$ cat src/rtl/mdu_pkg.sv
// Shared definitions for the HI/LO multiply/divide unit: op encodings,
// FSM states and the iteration counter width.
package mdu_pkg;

    localparam int MDU_WIDTH = 32;
    localparam int CNT_W     = $clog2(MDU_WIDTH);

    localparam logic [1:0] OP_MULT  = 2'b00;
    localparam logic [1:0] OP_MULTU = 2'b01;
    localparam logic [1:0] OP_DIV   = 2'b10;
    localparam logic [1:0] OP_DIVU  = 2'b11;

    typedef enum logic [1:0] {
        IDLE = 2'd0,
        CALC = 2'd1,
        FIX  = 2'd2
    } state_e;

    function automatic logic op_is_signed(input logic [1:0] op);
        return (op == OP_MULT) || (op == OP_DIV);
    endfunction

    function automatic logic op_is_div(input logic [1:0] op);
        return (op == OP_DIV) || (op == OP_DIVU);
    endfunction

endpackage

$ cat src/rtl/mdu_negate.sv
// Conditional two's-complement: out_val = neg ? -in_val : in_val.
// Used both for operand magnitudes and for the final sign fix-up.
module mdu_negate #(
    parameter int WIDTH = 32
) (
    input  logic             neg,
    input  logic [WIDTH-1:0] in_val,
    output logic [WIDTH-1:0] out_val
);

    assign out_val = neg ? -in_val : in_val;

endmodule

$ cat src/rtl/mdu_hilo.sv
// Iterative multiply/divide unit owning the HI/LO pair; one shift-add or
// restoring-divide step per cycle on operand magnitudes, then a sign fix-up.
module mdu_hilo
    import mdu_pkg::*;
#(
    parameter int               WIDTH   = MDU_WIDTH,
    parameter logic [WIDTH-1:0] DIV0_LO = {WIDTH{1'b1}}
) (
    input  logic             clk,
    input  logic             rst,
    input  logic             start,
    input  logic [1:0]       op,
    input  logic [WIDTH-1:0] a,
    input  logic [WIDTH-1:0] b,
    input  logic             mthi,
    input  logic             mtlo,
    input  logic [WIDTH-1:0] wdata,
    output logic             busy,
    output logic             done,
    output logic [WIDTH-1:0] hi,
    output logic [WIDTH-1:0] lo
);

    localparam logic [CNT_W-1:0] LAST_CNT = CNT_W'(WIDTH - 1);

    state_e               state_q, state_d;
    logic [CNT_W-1:0]     cnt_q, cnt_d;
    logic [2*WIDTH-1:0]   acc_q, acc_d;
    logic [WIDTH-1:0]     opb_q, opb_d;
    logic [WIDTH-1:0]     a_raw_q, a_raw_d;
    logic                 is_div_q, is_div_d;
    logic                 neg_res_q, neg_res_d;
    logic                 neg_rem_q, neg_rem_d;
    logic                 div0_q, div0_d;
    logic [WIDTH-1:0]     hi_q, hi_d;
    logic [WIDTH-1:0]     lo_q, lo_d;
    logic                 done_q, done_d;

    logic                 in_signed;
    logic [WIDTH-1:0]     abs_a, abs_b;
    logic [WIDTH-1:0]     mul_addend;
    logic [WIDTH:0]       mul_sum;
    logic [2*WIDTH-1:0]   mul_next;
    logic [WIDTH:0]       div_tmp;
    logic [WIDTH:0]       div_diff;
    logic [2*WIDTH-1:0]   div_next;
    logic [2*WIDTH-1:0]   prod_fix;
    logic [WIDTH-1:0]     quot_fix;
    logic [WIDTH-1:0]     rem_fix;

    assign in_signed = op_is_signed(op);

    mdu_negate #(.WIDTH(WIDTH)) u_abs_a (
        .neg     (in_signed & a[WIDTH-1]),
        .in_val  (a),
        .out_val (abs_a)
    );

    mdu_negate #(.WIDTH(WIDTH)) u_abs_b (
        .neg     (in_signed & b[WIDTH-1]),
        .in_val  (b),
        .out_val (abs_b)
    );

    mdu_negate #(.WIDTH(2*WIDTH)) u_fix_prod (
        .neg     (neg_res_q),
        .in_val  (acc_q),
        .out_val (prod_fix)
    );

    mdu_negate #(.WIDTH(WIDTH)) u_fix_quot (
        .neg     (neg_res_q),
        .in_val  (acc_q[WIDTH-1:0]),
        .out_val (quot_fix)
    );

    mdu_negate #(.WIDTH(WIDTH)) u_fix_rem (
        .neg     (neg_rem_q),
        .in_val  (acc_q[2*WIDTH-1:WIDTH]),
        .out_val (rem_fix)
    );

    // Multiply: acc = {partial product, remaining multiplier bits}, shifted right each step.
    assign mul_addend = acc_q[0] ? opb_q : {WIDTH{1'b0}};
    assign mul_sum    = {1'b0, acc_q[2*WIDTH-1:WIDTH]} + {1'b0, mul_addend};
    assign mul_next   = {mul_sum, acc_q[WIDTH-1:1]};

    // Divide: acc = {remainder, dividend bits becoming quotient bits}, shifted left each step.
    assign div_tmp  = acc_q[2*WIDTH-1:WIDTH-1];
    assign div_diff = div_tmp - {1'b0, opb_q};
    assign div_next = div_diff[WIDTH] ? {div_tmp[WIDTH-1:0], acc_q[WIDTH-2:0], 1'b0}
                                      : {div_diff[WIDTH-1:0], acc_q[WIDTH-2:0], 1'b1};

    // NOTE: every _d gets its hold value first so no path can infer a latch.
    always_comb begin
        state_d   = state_q;
        cnt_d     = cnt_q;
        acc_d     = acc_q;
        opb_d     = opb_q;
        a_raw_d   = a_raw_q;
        is_div_d  = is_div_q;
        neg_res_d = neg_res_q;
        neg_rem_d = neg_rem_q;
        div0_d    = div0_q;
        hi_d      = hi_q;
        lo_d      = lo_q;
        done_d    = 1'b0;

        case (state_q)
            IDLE: begin
                if (start) begin
                    acc_d     = {{WIDTH{1'b0}}, abs_a};
                    opb_d     = abs_b;
                    a_raw_d   = a;
                    is_div_d  = op_is_div(op);
                    neg_res_d = in_signed & (a[WIDTH-1] ^ b[WIDTH-1]);
                    neg_rem_d = in_signed & a[WIDTH-1];
                    div0_d    = (b == {WIDTH{1'b0}});
                    cnt_d     = '0;
                    state_d   = CALC;
                end else begin
                    if (mthi) hi_d = wdata;
                    if (mtlo) lo_d = wdata;
                end
            end
            CALC: begin
                acc_d = is_div_q ? div_next : mul_next;
                cnt_d = cnt_q + CNT_W'(1);
                if (cnt_q == LAST_CNT) begin
                    cnt_d   = '0;
                    state_d = FIX;
                end
            end
            FIX: begin
                if (!is_div_q) begin
                    {hi_d, lo_d} = prod_fix;
                end else if (div0_q) begin
                    hi_d = a_raw_q;
                    lo_d = DIV0_LO;
                end else begin
                    hi_d = rem_fix;
                    lo_d = quot_fix;
                end
                done_d  = 1'b1;
                state_d = IDLE;
            end
            default: state_d = IDLE;
        endcase
    end

    // NOTE: registers use non-blocking assignment only; reset is synchronous.
    always_ff @(posedge clk) begin
        if (rst) begin
            state_q   <= IDLE;
            cnt_q     <= '0;
            acc_q     <= '0;
            opb_q     <= '0;
            a_raw_q   <= '0;
            is_div_q  <= 1'b0;
            neg_res_q <= 1'b0;
            neg_rem_q <= 1'b0;
            div0_q    <= 1'b0;
            hi_q      <= '0;
            lo_q      <= '0;
            done_q    <= 1'b0;
        end else begin
            state_q   <= state_d;
            cnt_q     <= cnt_d;
            acc_q     <= acc_d;
            opb_q     <= opb_d;
            a_raw_q   <= a_raw_d;
            is_div_q  <= is_div_d;
            neg_res_q <= neg_res_d;
            neg_rem_q <= neg_rem_d;
            div0_q    <= div0_d;
            hi_q      <= hi_d;
            lo_q      <= lo_d;
            done_q    <= done_d;
        end
    end

    assign busy = (state_q != IDLE);
    assign done = done_q;
    assign hi   = hi_q;
    assign lo   = lo_q;

endmodule

$ cat config.mk
export PLATFORM = sky130hd
export DESIGN_NAME = mdu_hilo
export DESIGN_NICKNAME = d
export VERILOG_FILES = /design/src/rtl/mdu_pkg.sv /design/src/rtl/mdu_negate.sv /design/src/rtl/mdu_hilo.sv
export SDC_FILE = /design/constraint.sdc
export NUM_CORES = 1
export LEC_CHECK = 0
export ABC_AREA = 1
export BUFFER_PORTS_ARGS = -buffer_cell sky130_fd_sc_hd__buf_2
export CAP_MARGIN = 25
export CORE_MARGIN = 2
export CORE_UTILIZATION = 55
export CTS_CLUSTER_SIZE = 14
export DETAILED_ROUTE_END_ITERATION = 10
export GPL_TIMING_DRIVEN = 0
export PLACE_DENSITY = 0.8
export SYNTH_ARGS = -nofsm -noshare
export SYNTH_HDL_FRONTEND = slang
export SYNTH_HIERARCHICAL = 1
export SYNTH_SLANG_ARGS = --single-unit
$ cat constraint.sdc
create_clock -name clk -period 5.9 [get_ports clk]
set_clock_uncertainty 0.2 [all_clocks]
set_input_delay 0.885 -clock clk [delete_from_list [all_inputs] [get_ports clk]]
set_output_delay 0.885 -clock clk [all_outputs]
set_load 0.1 [all_outputs]
======== Word level (Yosys, flattened, before mapping) ========
Index checks and enable logic that the tools add are counted.
storage, ports and cells
  register bits ........................... 204
  bits in latches ......................... 0
  bits in writable memories ............... 0
  ROM bits ................................ 0
  memories ................................ 0
operators by class
  add/sub/neg operators ................... 8
  multiply operators ...................... 0
  div/mod/pow operators ................... 0
  $lt $le $gt $ge ......................... 0
  eq/ne operators ......................... 10
  shift-type cells ........................ 0
  multiplexer cells ....................... 27
  bitwise logic cells ..................... 4
  reduce and logical (&&, ||, !) cells .... 13
operator list
  cell                 count
  $mux 32              13
  $mux 64              4
  $neg 32->32          4
  $pmux 32 s2          2
  $pmux 64 s2          1
  $neg 64->64          1
  $add 32x32->33       1
  $sub 33x32->33       1
  $logic_not 32->1     1
  $mux 5               2
  $ne 2x2->1 const B   5
  $pmux 5 s2           1
  $eq 2x2->1 const B   3
  $reduce_and 2->1     3
  $reduce_and 3->1     2
  $reduce_bool 2->1    3
  $add 5x1->5 const B  1
  $eq 5x5->1 const B   1
  $logic_not 2->1      2
  $mux 2               2
  $pmux 2 s2           1
  $and 1x1->1          3
  $eq 2x1->1 const B   1
  $logic_or 1x1->1     2
  other kinds (2)      2

======== Depth between registers and ports, before layout ========
Gate-level depths: netlist of run 1.
  word-level depth ........................ 6
  gate-level depth with buffers ........... 20
  mapped depth without buffers ............ 19

======== By module ========
The synthesis of run 1 kept the hierarchy.
modules (own cells, without submodules)
  module                     instances  cells each  area each (µm²)  sequential area each (µm²)
  mdu_hilo                   1          2343        14347.5          4083.9
  mdu_negate at u_abs_a ...  4          225         1052.3           0.0
  mdu_negate at u_fix_prod   1          498         2411.1           0.0

======== Least setup slack after synthesis of run 1 ========
No wires, ideal clock.
  path type ............................... register -> register
  start ................................... reg acc_q[0]
  end ..................................... reg acc_q[59]
  setup time .............................. 0.132 ns
  arrival ................................. 2.707 ns
  required time ........................... 5.568 ns
  setup slack ............................. 2.860 ns
  stages on the path, launching flop included .. 20
  buffers on the path ..................... 2
  cells stage by stage .................... dfxtp_1 > clkbuf_1 > clkbuf_1 > nand2_1 > inv_1 > ha_1 > inv_1 > fa_1 > o21ai_0 > nand2_1 > nand2_1 > nand2_1 > nand2_1 > nand3_1 > nand3_1 > nand2_1 > nor2_1 > nor2_1 > nand2_1 > a21oi_1
between the ends
  cells in the longest elaborated chain, start to end .. 4
RTL lines
  what                      line             text
  start: declaration        mdu_hilo.sv:28   logic [2*WIDTH-1:0] acc_q, acc_d;
  start signal: assignment  mdu_hilo.sv:156  acc_q <= '0;
  start signal: assignment  mdu_hilo.sv:169  acc_q <= acc_d;
  $mux 32                   mdu_hilo.sv:84   assign mul_addend = acc_q[0] ? opb_q : {WIDTH{1'b0}};
  $add 32x32->33            mdu_hilo.sv:85   assign mul_sum = {1'b0, acc_q[2*WIDTH-1:WIDTH]} + {1'b0, mul_addend};
  $mux 64                   mdu_hilo.sv:127  acc_d = is_div_q ? div_next : mul_next;
  $pmux 64 s2               mdu_hilo.sv:109  case (state_q)
Every way passes these cells.
A chain may end at the register's enable or synchronous reset.

======== Final worst setup path of run 1 ========
Ends and elaborated chain as after synthesis.

==> results of run 1 <==
worst max-delay path by stage:
stage | startpoint | end | slack, ns | depth (start not counted)
2_1_floorplan | acc_q[0]$_SDFFE_PP0P_ | acc_q[59]$_SDFFE_PP0P_ | 2.86 | 19
3_3_place_gp | acc_q[0]$_SDFFE_PP0P_ | acc_q[59]$_SDFFE_PP0P_ | 1.60 | 19
3_5_place_dp | acc_q[0]$_SDFFE_PP0P_ | acc_q[59]$_SDFFE_PP0P_ | 1.54 | 19
4_1_cts | acc_q[0]$_SDFFE_PP0P_ | acc_q[59]$_SDFFE_PP0P_ | 1.51 | 19
5_1_grt | acc_q[0]$_SDFFE_PP0P_ | acc_q[59]$_SDFFE_PP0P_ | 1.07 | 19
6_report | acc_q[0]$_SDFFE_PP0P_ | acc_q[59]$_SDFFE_PP0P_ | 1.31 | 19
logic make-up (layout without fill, tap and decap cells):
| kind of cell | Yosys count | after routing | share of synthesized area [%] |
|---|---|---|---|
| and+or+nand+nor | 2048 | 2048 | 41.4 |
| other | 0 | 1 | 0 |
| buffers and inverters | 591 | 804 | 11.4 |
| AOI/OAI and AO/OA | 718 | 718 | 18.8 |
| adders and majority gates | 73 | 73 | 4.43 |
| xor gates and xnor gates | 107 | 107 | 4.47 |
| DFF | 204 | 204 | 19.5 |
through the flow:
step | instances | cell area, um2 | total power, uW
floorplan | 3741 | 21000 | 3370
global placement | 4419 | 22400 | 4030
detailed placement | 4419 | 22400 | 4050
CTS | 4464 | 23300 | 5610
global route | 4465 | 23300 | 5980
finish | 4466 | 23300 | 5710
metal layers:
metal,track usage (%),vias to the layer above,routed length [um]
li1,-,12500,-
met1,62.3,11800,37600
met2,61.3,1630,34400
met3,14.0,180,13700
met4,12.1,0,2650
met5,0,-,0
final cells by class:
type	count	share of cell area (%)
Inverter	443	7.14
Timing Repair Buffer	168	3.62
Multi-Input combinational cell	2946	62.2
Sequential cell	204	17.5
Clock inverter	9	0.381
Antenna cell	1	0.0107
Clock buffer	36	3.25
Tap cell	511	2.74
Buffer	148	3.13
power breakdown:
| part | internal [uW] | switching (uW) | total (uW) |
|---|---|---|---|
| clock network | 936 | 646 | 1580 |
| registers | 1490 | 192 | 1680 |
| logic | 694 | 1750 | 2440 |
| total | 3120 | 2590 | 5710 |
flip-flops by register name, summed over array words and instances, names as in the netlist:
register,count
neg_rem_q,1
hi,32
a_raw_q,32
div0_q,1
is_div_q,1
state_q,2
neg_res_q,1
opb_q,32
acc_q,64
lo,32
done,1
cnt_q,5
critical path: stages, from the launching register on:
cell      delay, ns
dfxtp_1        0.52
clkbuf_1       0.73
clkbuf_1       0.38
nand2_1        0.09
inv_1          0.08
ha_1           0.18
inv_1          0.08
fa_1           0.42
o21ai_0        0.54
nand2_1        0.13
nand2_1        0.17
nand2_1        0.07
nand2_1        0.20
nand3_1        0.14
nand3_1        0.09
nand2_1        0.05
nor2_1         0.11
nor2_1         0.05
nand2_1        0.14
a21oi_1        0.07
cells in the final DEF, fill, tap and decap left out, drive strengths merged, types with 5 or more instances in the layout:
master / instances
a21o: 7
inv: 443
nand2: 1255
clkinv: 5
nand3b: 23
o21ai: 293
nor4: 9
buf: 195
a31oi: 68
dfxtp: 204
o221ai: 32
clkbuf: 157
nor2: 457
o21bai: 10
nand4: 32
a21oi: 297
xor2: 47
nor3: 16
ha: 71
xnor2: 60
nand3: 248
==> results.yml, run 1 <==
placement:
  gp_congestion: 1.06
  dp_hpwl_mm: 71.9
  dp_slack_ns: 1.54
  io_buffers: 167
critical_path:
  required_ns: 6.09
  reg2reg_slack_ns: 1.31
  reg2reg_to: "acc_q[59]$_SDFFE_PP0P_"
  cp_max_fo: 10
  r2r_start: "acc_q[0]$_SDFFE_PP0P_"
  endpoint_kind: "flop"
  path_class: "reg2reg"
  arrival_ns: 4.77
  startpoint_type: "flop"
  reg2reg_depth: 19
route:
  avgViaCountPerCell: 5.85
  wire_per_inst_um: 19.8
  vias: 26100
  ant_nets: 0
  firstDrtPassIters: 9
  first_iter_violations: 3722
  routed_wl_mm: 88.4
  post-route-drc-count: 0
logic_synthesis:
  synth-edff-count: 0
  synthTopCellsByCount: "nand2_1 (1226), inv_1 (434), nor2_1 (403)"
  yosysWarnings: 6
  ys_ff_latch: 204
  synth_nets: 3917
  syn_inst: 3741
  synth_area_leaders: "nand2_1 (22%), dfxtp_1 (19%), inv_1 (7.8%)"
  ys_types: 50
  syn_avg_cell_area_um2: 5.60
  yosysTopAreaCell: "nand2_1"
  synth_area_um2: 21000
  synth-seq-area-share_pct: 19.5
  synth_most_common_cell: "nand2_1"
  async_flop_share_pct: 0
  synth_top_cell_area_share_pct: 21.9
  synthFlopType: "dfxtp_1"
hold_path:
  min_from: "a_raw_q[12]$_SDFFE_PP0P_"
  min_to: "a_raw_q[12]$_SDFFE_PP0P_"
  hold-path-cell-count: 2
  min-delay-path-class: "reg2reg"
cells_and_area:
  drive_gt1_share_pct: 9.13
  multi_input_area_um2: 14500
  nFillCells: 3968
  utilization_pct: 62.0
  syn2layout_area_growth_pct: 11.1
  ff_latch_area_um2: 4080
  fin_nets: 4112
die:
  die_w_um: 199
  dieArea_um2: 39700
  fp.dieH_um: 199
  pin_count: 169
  start_util_pct: 55.8
  core_area_um2: 37600
  rows: 71
clock_tree:
  clock_latency_ns: 0.56
  post_cts_buffers: 0
  numClockSinks: 204
  clockBufferDepth: 3
  path_clk_slew_ns: 0.06
  clockRootBuffer: "clkbuf_16"
  cts_buffers: 25
  htreeDepth: 1
  cts_hold_buf: 0
  cts_tree: "yes"
  cts_resized: 0
global_routing:
  grt_pass1_vias: 22500
  antenna_found_initial: 1
  grt_start_max_net_pins: 14
  overflow: 0
  grt_pass1_wl_mm: 130
  grt_usage_pct: 43.4
timing:
  setup_ws_ns: 1.31
  final_max_slew_viol_count: 0
  setup_violations: 0
  hold_viol_final: 0
  period_share_pct: 77.8
  fin_setup_tns_ns: 0
  slew_headroom_pct: 27.0
  max_freq_ghz: 0.218
  rsz0062_at_grt: "no"
  worst_pin_slew_ns: 1.09
  period_minus_slack_ns: 4.59
  holdWs_ns: 0.256
power_and_ir_drop:
  leakage_uw: 0.0116
  ir_drop_mv: 0.231
  powerDensity_nw_per_um2: 245
status:
  status: "completed"
flow_run:
  drv_cap: 0
Note: power is estimated with default switching activity, not from simulation.
==> run 2: changes to the inputs <==
PLACE_DENSITY = 0.83   (was 0.8)
clock period = 4.11 ns   (was 5.9 ns; I/O delays follow)
==> results.yml, run 2 (same netlist as run 1, synthesis figures left out) <==
cells_and_area:
  fin_nets: 4110
  syn2layout_area_growth_pct: 10.7
  largest_reg_flops: 64
  drive_gt1_share_pct: 9.09
  final_common_cell: "nand2_1"
  nFillCells: 3919
  final_design_area_no_fill_um2: 23200
  largest_register: "acc_q"
  final_cell_mix: "nand2_1 (1226), inv_1 (434), nor2_1 (403)"
  n_antenna_cell: 0
global_routing:
  grt_pass1_vias: 22400
  antenna_found_initial: 1
  grt_usage_pct: 43.5
  overflow: 0
  grt_pass1_wl_mm: 130
  grt_start_max_net_pins: 14
timing:
  max_freq_ghz: 0.257
  period_share_pct: 94.6
  worst_pin_slew_ns: 1.03
  setup_violations: 0
  hold_viol_final: 0
  slew_headroom_pct: 31.2
  period_minus_slack_ns: 3.89
  rsz0062_at_grt: "no"
  final_max_slew_viol_count: 0
power_and_ir_drop:
  p_sw_uw: 3710
  p_comb_share_pct: 43.8
  power_frac_clock_pct: 26.1
  ir_drop_mv: 0.317
  total_power_uw: 8010
  leakage_uw: 0.0115
  intPower_uw: 4310
  seqPwrFrac_pct: 30.1
  switching_share_pct: 46.3
  powerDensity_nw_per_um2: 345
clock_tree:
  htreeDepth: 1
  cts_hold_buf: 0
  numClockSinks: 204
  cts_tree: "yes"
  clock_latency_ns: 0.57
  cts_buffers: 24
  clockRootBuffer: "clkbuf_16"
  path_clk_slew_ns: 0.06
  clockBufferDepth: 3
die:
  core_area_um2: 37600
  die_w_um: 199
  fp.dieH_um: 199
  start_util_pct: 55.8
  rows: 71
  dieArea_um2: 39700
  pin_count: 169
route:
  ant_nets: 0
  firstDrtPassIters: 7
  wire_per_inst_um: 20.0
  avgViaCountPerCell: 5.92
  vias: 26400
  routed_wl_mm: 89.4
  first_iter_violations: 3736
  post-route-drc-count: 0
placement:
  gp_congestion: 1.07
  place_area_um2: 22400
  dp_hpwl_mm: 72.7
  io_buffers: 167
critical_path:
  cp_max_fo: 16
  startpoint_type: "flop"
  path_class: "reg2reg"
  endpoint_kind: "flop"
  arrival_ns: 4.08
  required_ns: 4.30
  reg2reg_depth: 18
hold_path:
  hold-path-cell-count: 4
  min-delay-path-class: "in2reg"
status:
  status: "completed"
flow_run:
  drv_cap: 0
[run 2: cell count changes in the layout (fill, tap and decap cells not counted), moves of 2 or more]
cell,delta
clkbuf_1,-2
clkbuf_8,-4
clkinv_2,+2
clkinv_4,+2
[run 2: repair_timing]
item,CTS,global route
buffers inserted,0,0
resized for setup,2,1
setup endpoints to repair,9,8
pin swaps,0,0
endpoints found under the hold margin,0,0
[run 2: through the flow]
step / cells / setup WS [ns] / hold WS [ns] / utilization, % / TNS, ns
floorplan: 3741 / 1.07 / 0.230 / - / 0
CTS: 4461 / 0.111 / 0.160 / 61.8 / 0
finish: 4461 / 0.222 / 0.163 / 61.8 / 0
global placement: 4419 / -0.218 / 0.242 / 59.7 / -0.814
detailed placement: 4419 / -0.290 / 0.247 / 59.7 / -1.41
global route: 4461 / 0.00940 / 0.184 / 61.8 / 0
[run 2: power by group through the flow]
stage / sequential [uW] / clock, uW / combinational, uW
global route: 2420 / 2150 / 3800
detailed placement: 2430 / 0 / 3370
CTS: 2390 / 2080 / 3390
floorplan: 2710 / 0 / 2120
global placement: 2430 / 0 / 3350
finish: 2410 / 2090 / 3510
[run 2: layout make-up]
| class | instances | area, um2 | share of cell area, % |
|---|---|---|---|
| multi-input cells | 2946 | 14500 | 62.4 |
| flip-flops and latches | 204 | 4080 | 17.6 |
| inverters | 443 | 1660 | 7.16 |
| repair buffers | 168 | 843 | 3.63 |
| plain buffers | 147 | 727 | 3.13 |
| clock buffers | 31 | 677 | 2.92 |
| well taps | 511 | 639 | 2.75 |
| clock inverters | 11 | 86.3 | 0.372 |
[run 2: final timing paths]
path | startpoint | slack (ns) | to
worst max-delay path | acc_q[0]$_SDFFE_PP0P_ | 0.22 | acc_q[59]$_SDFFE_PP0P_
worst min-delay path | op[0] | 0.16 | neg_res_q$_SDFFE_PP0P_
worst max register to register | acc_q[0]$_SDFFE_PP0P_ | 0.22 | acc_q[59]$_SDFFE_PP0P_
worst min register to register | a_raw_q[4]$_SDFFE_PP0P_ | 0.25 | a_raw_q[4]$_SDFFE_PP0P_
[run 2: worst max-delay path: stages, from the launching register on]
cell	delay [ns]
dfxtp_1	0.55
buf_2	0.50
nand2_1	0.12
inv_1	0.08
ha_1	0.18
inv_1	0.08
fa_1	0.46
o21ai_1	0.39
nand2_1	0.12
nand2_1	0.16
nand2_1	0.07
nand2_1	0.18
nand3_1	0.15
nand3_1	0.09
nand2_1	0.05
nor2_1	0.13
nor2_1	0.06
nand2_1	0.09
a21oi_1	0.06
[run 2: per-layer routing]
metal  up-vias  wire length, um  part of all wire [%]  track usage, %
met5         -               18                 0.020               0
met4         2             2940                   3.3            13.1
met3       193            13200                    15            13.0
met2      1742            35100                    39            61.4
met1     12000            38100                    43            62.8
li1      12500                -                     -               -
